==> src/rtl/uart_tx_fifo.sv <==
// uart_tx_fifo: write-side character FIFO feeding an 8N1-style UART transmitter.
// Latency: a write into an empty FIFO with the line idle starts the start bit on the next edge.
// Flow: a write while full is dropped and sets a sticky overflow flag; the write path never stalls.
// Optional build macro UART_TX_SIM_ECHO_EN echoes each accepted character to the sim console.
module uart_tx_fifo #(
  parameter int CLKS_PER_BIT = 4,
  parameter int DEPTH        = 16,
  parameter int DATA_BITS    = 8,
  parameter int STOP_BITS    = 1
) (
  input  logic                   clock,
  input  logic                   reset,
  input  logic                   wr_en,
  input  logic [DATA_BITS-1:0]   wr_data,
  input  logic                   ovf_clr,
  output logic                   tx,
  output logic                   busy,
  output logic                   full,
  output logic                   empty,
  output logic [$clog2(DEPTH):0] count,
  output logic                   overflow
);

  localparam int AW = $clog2(DEPTH);
  localparam int CW = AW + 1;
  localparam int BW = $clog2(CLKS_PER_BIT);
  localparam logic [BW-1:0] BAUD_LAST = BW'(CLKS_PER_BIT - 1);
  localparam logic [2:0]    DATA_LAST = 3'(DATA_BITS - 1);
  localparam logic [2:0]    STOP_LAST = 3'(STOP_BITS - 1);

  typedef enum logic [1:0] {IDLE, START, DATA, STOP} state_t;

  // FIFO storage and bookkeeping
  logic [DATA_BITS-1:0] mem_q [DEPTH];
  logic [AW-1:0]        wr_ptr_q, rd_ptr_q;
  logic [CW-1:0]        count_q, count_d;
  logic                 ovf_q;
  logic                 push, pop;

  // Transmitter state
  state_t               state_q, state_d;
  logic [BW-1:0]        baud_q, baud_d;
  logic [2:0]           bit_q, bit_d;
  logic [DATA_BITS-1:0] shift_q, shift_d;
  logic                 tx_q, tx_d;
  logic                 baud_end;

  // full is taken from the registered count, so a same-cycle pop never rescues a write
  assign push     = wr_en && !full;
  assign baud_end = (baud_q == BAUD_LAST);

  // Occupancy next-state: simultaneous push and pop cancel out
  always_comb begin
    count_d = count_q;
    unique case ({push, pop})
      2'b10:   count_d = count_q + CW'(1);
      2'b01:   count_d = count_q - CW'(1);
      default: count_d = count_q;
    endcase
  end

  // Pointer and count registers; pointers wrap naturally since DEPTH is a power of two
  always_ff @(posedge clock) begin
    if (reset) begin
      wr_ptr_q <= '0;
      rd_ptr_q <= '0;
      count_q  <= '0;
    end else begin
      if (push) wr_ptr_q <= wr_ptr_q + AW'(1);
      if (pop)  rd_ptr_q <= rd_ptr_q + AW'(1);
      count_q <= count_d;
    end
  end

  // Storage array; contents are don't-care until written, so no reset
  always_ff @(posedge clock) begin
    if (push) mem_q[wr_ptr_q] <= wr_data;
  end

  // Sticky overflow: a dropped write wins over a clear in the same cycle
  always_ff @(posedge clock) begin
    if (reset)             ovf_q <= 1'b0;
    else if (wr_en && full) ovf_q <= 1'b1;
    else if (ovf_clr)       ovf_q <= 1'b0;
  end

`ifdef UART_TX_SIM_ECHO_EN
  // Console echo of accepted characters; does not touch the serial path
  always_ff @(posedge clock) begin
    if (!reset && push) $write("%c", wr_data);
  end
`endif

  // Transmitter state register; tx is registered here so the line never glitches
  always_ff @(posedge clock) begin
    if (reset) begin
      state_q <= IDLE;
      baud_q  <= '0;
      bit_q   <= '0;
      shift_q <= '0;
      tx_q    <= 1'b1;
    end else begin
      state_q <= state_d;
      baud_q  <= baud_d;
      bit_q   <= bit_d;
      shift_q <= shift_d;
      tx_q    <= tx_d;
    end
  end

  // Next-state: sequence START/DATA/STOP, popping the next character without an idle gap
  always_comb begin
    state_d = state_q;
    baud_d  = baud_q;
    bit_d   = bit_q;
    shift_d = shift_q;
    tx_d    = tx_q;
    pop     = 1'b0;
    unique case (state_q)
      IDLE: begin
        tx_d = 1'b1;
        if (!empty) begin
          pop     = 1'b1;
          shift_d = mem_q[rd_ptr_q];
          state_d = START;
          baud_d  = '0;
          bit_d   = '0;
          tx_d    = 1'b0;
        end
      end
      START: begin
        if (baud_end) begin
          state_d = DATA;
          baud_d  = '0;
          bit_d   = '0;
          tx_d    = shift_q[0];
        end else begin
          baud_d = baud_q + BW'(1);
        end
      end
      DATA: begin
        if (baud_end) begin
          baud_d = '0;
          if (bit_q == DATA_LAST) begin
            state_d = STOP;
            bit_d   = '0;
            tx_d    = 1'b1;
          end else begin
            bit_d   = bit_q + 3'd1;
            shift_d = shift_q >> 1;
            tx_d    = shift_q[1];
          end
        end else begin
          baud_d = baud_q + BW'(1);
        end
      end
      STOP: begin
        if (baud_end) begin
          baud_d = '0;
          if (bit_q == STOP_LAST) begin
            bit_d = '0;
            if (!empty) begin
              pop     = 1'b1;
              shift_d = mem_q[rd_ptr_q];
              state_d = START;
              tx_d    = 1'b0;
            end else begin
              state_d = IDLE;
              tx_d    = 1'b1;
            end
          end else begin
            bit_d = bit_q + 3'd1;
          end
        end else begin
          baud_d = baud_q + BW'(1);
        end
      end
      default: begin
        state_d = IDLE;
        tx_d    = 1'b1;
      end
    endcase
  end

  // Outputs: status flags decoded from registered state only
  always_comb begin
    tx       = tx_q;
    busy     = (state_q != IDLE);
    full     = (count_q == CW'(DEPTH));
    empty    = (count_q == '0);
    count    = count_q;
    overflow = ovf_q;
  end

endmodule

==> config.mk <==
export PLATFORM = sky130hd
export DESIGN_NAME = uart_tx_fifo
export DESIGN_NICKNAME = d
export VERILOG_FILES = /design/src/rtl/uart_tx_fifo.sv
export SDC_FILE = /design/constraint.sdc
export NUM_CORES = 1
export LEC_CHECK = 0
export ABC_AREA = 1
export ABC_CLOCK_PERIOD_IN_PS = 3300
export BUFFER_PORTS_ARGS = -buffer_cell sky130_fd_sc_hd__buf_4
export CAP_MARGIN = 10
export CORE_AREA = 2 2 115 117
export CTS_CLUSTER_DIAMETER = 40
export DETAILED_ROUTE_END_ITERATION = 6
export DIE_AREA = 0 0 117 119
export GPL_ROUTABILITY_DRIVEN = 0
export PLACE_DENSITY = 0.71
export SETUP_SLACK_MARGIN = 0.3
export SYNTH_ARGS = -nofsm -noshare
export SYNTH_HDL_FRONTEND = slang
export SYNTH_SLANG_ARGS = --single-unit
==> constraint.sdc <==
create_clock -name clock -period 3.3 [get_ports clock]
set_clock_uncertainty 0.2 [all_clocks]
set_input_delay 0.66 -clock clock [delete_from_list [all_inputs] [get_ports clock]]
set_output_delay 0.66 -clock clock [all_outputs]
set_load 0.005 [all_outputs]
==> metrics.cfg, run 1 <==
[timing]
finalCritPeriodShare_pct = 80.4
worst_slew_pin_slew_ps = 894
worst_slack_ps = 646
min_period_ps = 2650
drv_slew = 0
clock.fmax_mhz = 377
hold_ws_ps = 263
hold_viol = 0
slew_headroom_pct = 40.1
rsz0062_at_grt = no
setup_viol = 0
tns_ps = 0

[floorplan]
row_count = 42
io_pins = 22
core_area_sq_um = 12900
start_util_pct = 53.3
die_h_um = 119
dieWidth_um = 117
die_area_sq_um = 13900

[cts]
clock_path_buffers = 2
clkSlewWorstSetupHoldPaths_ps = 60
insertion_delay_ps = 420
root_buffer = clkbuf_16
cts_tree = built
ctsHoldBuffers = 0
cts_buffers = 17
cts.sinks = 162
cts-resized-gates = 0
cts_htree_levels = 4
cts_setup_buffers = 0

[yosys]
syn_nets = 648
syn_avg_cell_area_sq_um = 11.1
synthCells = 619
ys_seq_area_share_pct = 65.9
ys_ff_latch = 162
yosysWarnings = 0
yosysUniqueCellTypes = 35
synth_area_sq_um = 6860

[placement]
portBuffers = 21
numPlacedInstances = 799
dpl_cell_area_sq_um = 7200
dp.final_hpwl_um = 9140
pre_cts_ws_ps = 670

[flow_run]
drv_cap = 0

[power_and_ir_drop]
p_leak_nw = 2.81
power_density_nw_per_um2 = 784
power_mw = 6.07
ir_worst_vdd_v = 0.000496

[route]
wl_um = 15000
num_vias = 4734
drc = 0
via_per_inst = 5.70
final_antenna_net_count = 0
wl_per_cell_um = 18.0
drt_iter0_markers = 417
firstDrtPassIters = 4

[final_layout]
antenna_cells = 0
utilization_pct = 60.1
fin_cells = 831
finish.instance_area_sq_um = 7740
multi_input_area_sq_um = 2060
seq_area_sq_um = 4530
drive_gt1_share_pct = 11.3
area_growth_pct = 12.9
nets = 671
fillers = 1022

[global_route]
grt-busiest-layer = met2
grt_pass1_vias = 4569
grt_util_met2_pct = 37.4
grt_start_max_net_pins = 65
grt_pass1_wl_um = 23500
gr-usage-met1_pct = 29.4
antenna_found_initial = 0
grt_util_all_layers_pct = 22.8
globalRouteMet3Util_pct = 6.01
overflow = 0

[critical_path]
cp-end-kind = flip-flop
arrival_ps = 2810
required_ps = 3460
crit_fanout = 10
crit_type = reg -> reg
cp-start-kind = flip-flop

[worst_hold_path]
hold_path_class = reg -> reg

[run_status]
status = complete, no violations

-- where the power goes --
group / internal (mW) / switching (mW)
Combinational: 0.603 / 1.20
Sequential: 2.35 / 0.105
Clock: 1.09 / 0.728
-- cell usage after synthesis, drive strengths merged --
cell,instances,share of area [%]
edfxtp,128,56
nor2,127,7.4
o21ai,81,5.9
nand2,60,3.6
inv,38,2.1
dfxtp,34,9.9
a21oi,25,1.9
nand3,24,2.0
o211ai,21,2.3
buf,17,1.3
ha,17,3.1
o221ai,11,1.4
clkbuf,10,0.55
o22ai,8,0.73
a211oi,3,0.33
nand4,3,0.27
xor2,3,0.38
a31oi,2,0.18
clkinv,2,0.11
nor3,2,0.15
o311ai,1,0.13
or2,1,0.091
xnor2,1,0.13
-- flip-flops by register name (all words and copies together) (netlist names), named ones only --
register  count
bit_q         3
tx            1
count         5
mem_q       128
wr_ptr_q      4
overflow      1
rd_ptr_q      4
shift_q       8
baud_q        2
state_q       2
-- layer usage --
layer,share of wire [%],up-vias,wire [um]
li1,-,2239,-
met5,0,-,0
met2,51,168,7560
met4,1.4,0,203
met1,43,2307,6370
met3,5.6,20,833
-- layout make-up --
class | count | share of cell area [%]
flip-flops and latches | 162 | 58.4
inverters | 40 | 1.94
clock inverters | 6 | 0.711
multi-input cells | 390 | 26.6
well taps | 176 | 2.84
repair buffers | 31 | 3.17
clock buffers | 26 | 6.32
-- path summary, 6_finish.rpt --
path / startpoint / endpoint / depth (start not counted) / slack, ps
max: state_q[0]$_SDFFE_PP0P_ / count[4]$_SDFFE_PP0P_ / 16 / 650
min: baud_q[1]$_SDFFE_PP0N_ / baud_q[1]$_SDFFE_PP0N_ / 2 / 260
max reg2reg: state_q[0]$_SDFFE_PP0P_ / count[4]$_SDFFE_PP0P_ / 16 / 650
min reg2reg: baud_q[1]$_SDFFE_PP0N_ / baud_q[1]$_SDFFE_PP0N_ / 2 / 260
-- logic make-up after synthesis --
kind of cell / Yosys count / share of synthesized area, %
and+or+nand+nor: 217 / 13.5
DFF: 162 / 65.9
AOI/OAI and AO/OA: 152 / 12.9
buffers and inverters: 67 / 4.07
adders and majority gates: 17 / 3.10
xor gates and xnor gates: 4 / 0.511
-- worst max-delay path: stages (launching register included) --
cell	delay, ps
dfxtp_1	420
inv_1	110
ha_1	310
inv_1	140
nand2_4	90
nor2_8	160
ha_1	260
xor2_1	210
ha_1	170
inv_1	40
nand2_2	90
nand2_2	60
nand2_1	60
nand2_1	60
nand2_1	60
nand2_1	60
a21oi_2	100
-- layout by cell type, fill, tap and decap left out, drive strengths merged, types with 2 or more instances in the layout --
master  Yosys  routed
ha         17      17
o21ai      81      81
buf        17      31
nand2      60      60
clkinv      2       6
nor3        2       2
o221ai     11      11
o22ai       8       8
edfxtp    128     128
a31oi       2       2
xor2        3       3
inv        38      38
a21oi      25      25
a211oi      3       3
nand4       3       3
clkbuf     10      26
o211ai     21      21
nor2      127     127
nand3      24      24
dfxtp      34      34
Power figures use the tool's default switching activity.
==> run 2: changes to the inputs <==
--- a/config.mk
+++ b/config.mk
@@ -6,7 +6,7 @@
 export NUM_CORES = 1
 export LEC_CHECK = 0
 export ABC_AREA = 1
-export ABC_CLOCK_PERIOD_IN_PS = 3300
+export ABC_CLOCK_PERIOD_IN_PS = 2550
 export BUFFER_PORTS_ARGS = -buffer_cell sky130_fd_sc_hd__buf_4
 export CAP_MARGIN = 10
 export CORE_AREA = 2 2 115 117
==> constraint.sdc (replaced) <==
create_clock -name clock -period 2.55 [get_ports clock]
set_clock_uncertainty 0.2 [all_clocks]
set_input_delay 0.51 -clock clock [delete_from_list [all_inputs] [get_ports clock]]
set_output_delay 0.51 -clock clock [all_outputs]
set_load 0.005 [all_outputs]
==> metrics.cfg, run 2 (synthesis results as in run 1) <==
[run_status]
status = complete, no violations

[cts]
ctsHoldBuffers = 0
clock_path_buffers = 2
root_buffer = clkbuf_16
insertion_delay_ps = 420
cts_tree = built
cts.sinks = 162
clkSlewWorstSetupHoldPaths_ps = 60
cts_htree_levels = 4
cts_buffers = 17

[floorplan]
die_h_um = 119
row_count = 42
io_pins = 22
die_area_sq_um = 13900
dieWidth_um = 117
core_area_sq_um = 12900
start_util_pct = 53.3

[timing]
slew_headroom_pct = 61.6
worst_slew_pin_slew_ps = 575
hold_viol = 0
rsz0062_at_grt = yes
tns_ps = 0
setup_viol = 0
clock.fmax_mhz = 454
finalCritPeriodShare_pct = 86.4
drv_slew = 0
min_period_ps = 2200

[power_and_ir_drop]
switching_share_pct = 33.3
power_density_nw_per_um2 = 1020
intPower_mw = 5.52
p_seq_share_pct = 38.8
clock_power_share_pct = 30.1
ir_worst_vdd_v = 0.000696
p_leak_nw = 2.96
p_sw_mw = 2.76
p_comb_share_pct = 31.1

[final_layout]
antenna_cells = 0
area_growth_pct = 17.9
drive_gt1_share_pct = 19.1
nets = 696
finish.instance_area_sq_um = 8090
fillers = 965
largest_register_ffs = 128
final_common_cell = edfxtp_1
layout_common_cells = edfxtp_1 (128), nor2_1 (122), o21ai_0 (63)
top_register = mem_q

[critical_path]
required_ps = 2710
crit_type = reg -> reg
arrival_ps = 2370
cp-end-kind = flip-flop
reg2reg_slack_ps = 350
crit_fanout = 4
cp-start-kind = flip-flop

[route]
via_per_inst = 5.60
wl_um = 15100
final_antenna_net_count = 0
num_vias = 4791
drt_iter0_markers = 442
firstDrtPassIters = 5
drc = 0
wl_per_cell_um = 17.6

[placement]
dp.final_hpwl_um = 9420
portBuffers = 21
dpl_cell_area_sq_um = 7330

[global_route]
grt_pass1_vias = 4583
overflow = 0
antenna_found_initial = 0
grt_start_max_net_pins = 65
grt_pass1_wl_um = 24300
grt_util_all_layers_pct = 23.3

[worst_hold_path]
hold_path_class = in -> reg

[flow_run]
drv_cap = 0

==> run 2: final cells by class <==
class	count	area (sq um)	share of cell area, %
sequential	162	4540	56.1
multi-input combinational	390	2160	26.7
clock buffer	22	475	5.88
timing repair buffer	56	433	5.35
tap	176	220	2.72
inverter	40	155	1.92
clock inverter	10	105	1.30
==> run 2: worst paths after layout <==
kind | startpoint | endpoint | depth (start not counted)
min reg2reg | shift_q[5]$_SDFFE_PP0P_ | shift_q[5]$_SDFFE_PP0P_ | 2
min | ovf_clr | overflow$_SDFFE_PP0P_ | 4
max reg2reg | baud_q[0]$_SDFFE_PP0N_ | count[4]$_SDFFE_PP0P_ | 16
max | baud_q[0]$_SDFFE_PP0N_ | count[4]$_SDFFE_PP0P_ | 16
==> run 2: stage by stage <==
stage	hold slack (ps)	std cells	setup WS, ps	util [%]	power [mW]
3_3_place_gp	253	815	207	57.0	5.49
4_1_cts	120	852	313	62.1	8.20
3_5_place_dp	259	815	78.2	57.0	5.60
6_report	133	856	347	62.8	8.28
2_1_floorplan	243	619	324	-	4.93
5_1_grt	171	856	225	62.8	8.79
==> run 2: critical path, cell delays in order (launching register included) <==
cell and delay, ps:
dfxtp_2 360, ha_4 160, nand2_1 70, nor2_2 160, nor2_4 60, nor2_8 120
ha_4 180, xor2_2 170, ha_2 200, inv_2 30, nand2_2 70, nand2_2 50
nand2_1 50, nand2_1 40, nand2_1 60, nand2_2 50, a21oi_2 100
==> run 2: routing by layer <==
layer | GRT usage, % | wire length (um)
met4 | 7.57 | 252
met1 | 30.8 | 6390
met3 | 5.24 | 770
met2 | 38.3 | 7670
met5 | 0 | 0
==> run 2: power groups by stage <==
| stage | clock network, mW | registers, mW | logic [mW] |
|---|---|---|---|
| 2_1_floorplan | 0 | 3.20 | 1.73 |
| 3_3_place_gp | 0 | 3.22 | 2.28 |
| 3_5_place_dp | 0 | 3.23 | 2.37 |
| 4_1_cts | 2.52 | 3.18 | 2.49 |
| 5_1_grt | 2.63 | 3.23 | 2.92 |
| 6_report | 2.49 | 3.21 | 2.58 |
==> run 2: repair_timing <==
| item | in CTS | in global routing |
|---|---|---|
| resized for setup | 14 | 20 |
| setup buffers | 5 | 4 |
| pin swaps | 9 | 6 |
| endpoints found under the setup margin | 4 | 11 |
==> run 3: changes to the inputs <==
--- a/config.mk
+++ b/config.mk
@@ -6,15 +6,14 @@
 export NUM_CORES = 1
 export LEC_CHECK = 0
 export ABC_AREA = 1
-export ABC_CLOCK_PERIOD_IN_PS = 2550
+export ABC_CLOCK_PERIOD_IN_PS = 2600
 export BUFFER_PORTS_ARGS = -buffer_cell sky130_fd_sc_hd__buf_4
-export CAP_MARGIN = 10
 export CORE_AREA = 2 2 115 117
 export CTS_CLUSTER_DIAMETER = 40
 export DETAILED_ROUTE_END_ITERATION = 6
 export DIE_AREA = 0 0 117 119
 export GPL_ROUTABILITY_DRIVEN = 0
-export PLACE_DENSITY = 0.71
+export PLACE_DENSITY_LB_ADDON = 0.05
 export SETUP_SLACK_MARGIN = 0.3
 export SYNTH_ARGS = -nofsm -noshare
 export SYNTH_HDL_FRONTEND = slang
==> constraint.sdc (replaced) <==
create_clock -name clock -period 2.6 [get_ports clock]
set_clock_uncertainty 0.2 [all_clocks]
set_input_delay 0.52 -clock clock [delete_from_list [all_inputs] [get_ports clock]]
set_output_delay 0.52 -clock clock [all_outputs]
set_load 0.005 [all_outputs]
==> metrics.cfg, run 3 (synthesis results as in run 1) <==
[route]
num_vias = 4776
final_antenna_net_count = 0
wl_per_cell_um = 18.0
wl_um = 15400
firstDrtPassIters = 5
drc = 0
via_per_inst = 5.59
drt_iter0_markers = 483

[cts]
cts_tree = built
root_buffer = clkbuf_16
clkSlewWorstSetupHoldPaths_ps = 60
cts_htree_levels = 4
clock_path_buffers = 2
cts_buffers = 17
cts.sinks = 162
ctsHoldBuffers = 0
insertion_delay_ps = 420

[critical_path]
cp-end-kind = flip-flop
cp-start-kind = flip-flop
slowest_delay_ps = 390
required_ps = 2720
arrival_ps = 2340
crit-reg2reg-launch = state_q[0]$_SDFFE_PP0P_
crit_start = state_q[0]$_SDFFE_PP0P_
crit_fanout = 6
path_depth = 14
r2r-end = count[2]$_SDFFE_PP0P_
rr_worst_depth = 14
crit_type = reg -> reg
cp_slowest_cell = dfxtp_4
reg2reg_slack_ps = 370
critical-path-top-delay-family = adder cells
path_cells = inv_2 > ha_4 > inv_4 > nand2_4 > nor2_8 > ha_4 > xor2_2 > ha_2 > inv_1 > nand2_2 > buf_4 > xor2_1 > o21ai_1 > inv_1
critPathCapture = count[2]$_SDFFE_PP0P_
worst-path-buf-inv = 5

[placement]
dpl_cell_area_sq_um = 7340
dp.final_hpwl_um = 9700
pre_cts_ws_ps = 77.0
portBuffers = 21

[power_and_ir_drop]
ir_worst_vdd_v = 0.000683
power_density_nw_per_um2 = 1030
clock_power_share_pct = 31.4
intPower_mw = 5.65
p_comb_share_pct = 31.0
p_sw_mw = 2.72
p_leak_nw = 2.98
p_seq_share_pct = 37.7
switching_share_pct = 32.5

[timing]
min_period_ps = 2230
finalCritPeriodShare_pct = 85.6
setup_viol = 0
rsz0062_at_grt = yes
worst_slew_pin_slew_ps = 423
clock.fmax_mhz = 449
slew_headroom_pct = 71.7
worst_slack_ps = 374
tns_ps = 0
hold_viol = 0
drv_slew = 0

[final_layout]
largest_register_ffs = 128
nets = 694
finish.instance_area_sq_um = 8160
layout_common_cells = edfxtp_1 (128), nor2_1 (121), o21ai_0 (63)
area_growth_pct = 18.9
antenna_cells = 0
top_register = mem_q
drive_gt1_share_pct = 19.2
final_common_cell = edfxtp_1

[global_route]
grt_util_all_layers_pct = 23.4
grt_start_max_net_pins = 65
overflow = 0
antenna_found_initial = 0
grt_util_met2_pct = 37.3
grt_pass1_wl_um = 24100
globalRouteMet3Util_pct = 5.34
grt-busiest-layer = met2
grt_pass1_vias = 4578
gr-usage-met1_pct = 31.2

[flow_run]
drv_cap = 0

[floorplan]
io_pins = 22
die_area_sq_um = 13900
row_count = 42
dieWidth_um = 117
die_h_um = 119
start_util_pct = 53.3
core_area_sq_um = 12900

[worst_hold_path]
whs_path_depth = 4
hold_path_class = in -> reg

[run_status]
status = complete, no violations

[run 3: cell count changes in the layout (fill, tap and decap cells not counted), sizes merged]
| cell | before | now |
|---|---|---|
| inv | 40 | 38 |
| bufinv | 2 | 4 |
| clkbuf | 22 | 21 |
| clkinvlp | 1 | 2 |
| buf | 56 | 54 |
[run 3: worst reg2reg max path: cells and delay by family (launching register included)]
family / cells / cell delay, ps
buffers and inverters: 5 / 350
and+or+nand+nor: 3 / 160
DFF: 1 / 390
adders and majority gates: 3 / 630
AOI/OAI and AO/OA: 1 / 110
xor gates and xnor gates: 2 / 280
[run 3: final cells by class]
cell class / instances / area [sq um]
Multi-Input combinational cell: 390 / 2180
Clock buffer: 21 / 470
Fill cell: 1047 / 4720
Inverter: 40 / 155
Sequential cell: 162 / 4540
Timing Repair Buffer: 54 / 430
Tap cell: 176 / 220
Clock inverter: 11 / 158
[run 3: repair_timing]
item,in CTS,in global routing
resized for setup,5,34
setup buffers,1,7
pin swaps,1,14
setup endpoints to repair,4,8
[run 3: how the worst min path moves through the flow]
stage / startpoint / end / slack [ps]
floorplan: baud_q[1]$_SDFFE_PP0N_ / baud_q[1]$_SDFFE_PP0N_ / 240
global placement: baud_q[1]$_SDFFE_PP0N_ / baud_q[1]$_SDFFE_PP0N_ / 250
detailed placement: shift_q[6]$_SDFFE_PP0P_ / shift_q[6]$_SDFFE_PP0P_ / 260
CTS: ovf_clr / overflow$_SDFFE_PP0P_ / 130
global route: ovf_clr / overflow$_SDFFE_PP0P_ / 160
finish: ovf_clr / overflow$_SDFFE_PP0P_ / 140
[run 3: metrics by stage]
| step | utilization, % | cells | power (mW) | hold WS [ps] |
|---|---|---|---|---|
| global route | 63.4 | 854 | 8.84 | 165 |
| floorplan | - | 619 | 4.83 | 243 |
| global placement | 57.0 | 814 | 5.44 | 251 |
| CTS | 62.0 | 847 | 8.16 | 130 |
| detailed placement | 57.0 | 814 | 5.51 | 259 |
| finish | 63.4 | 854 | 8.37 | 140 |
[run 3: power groups by stage]
stage                     registers [mW]  logic, mW  clock network, mW
after floorplan                     3.14       1.69                  0
after CTS                           3.12       2.39               2.66
after global placement              3.16       2.28                  0
final                               3.15       2.59               2.62
after global routing                3.17       2.89               2.78
after detailed placement            3.16       2.34                  0
[run 3: routing by layer]
layer / share of wire (%) / wire length, um
met2: 49 / 7530
met5: 0 / 0
met4: 2.5 / 388
met1: 43 / 6550
met3: 5.8 / 888
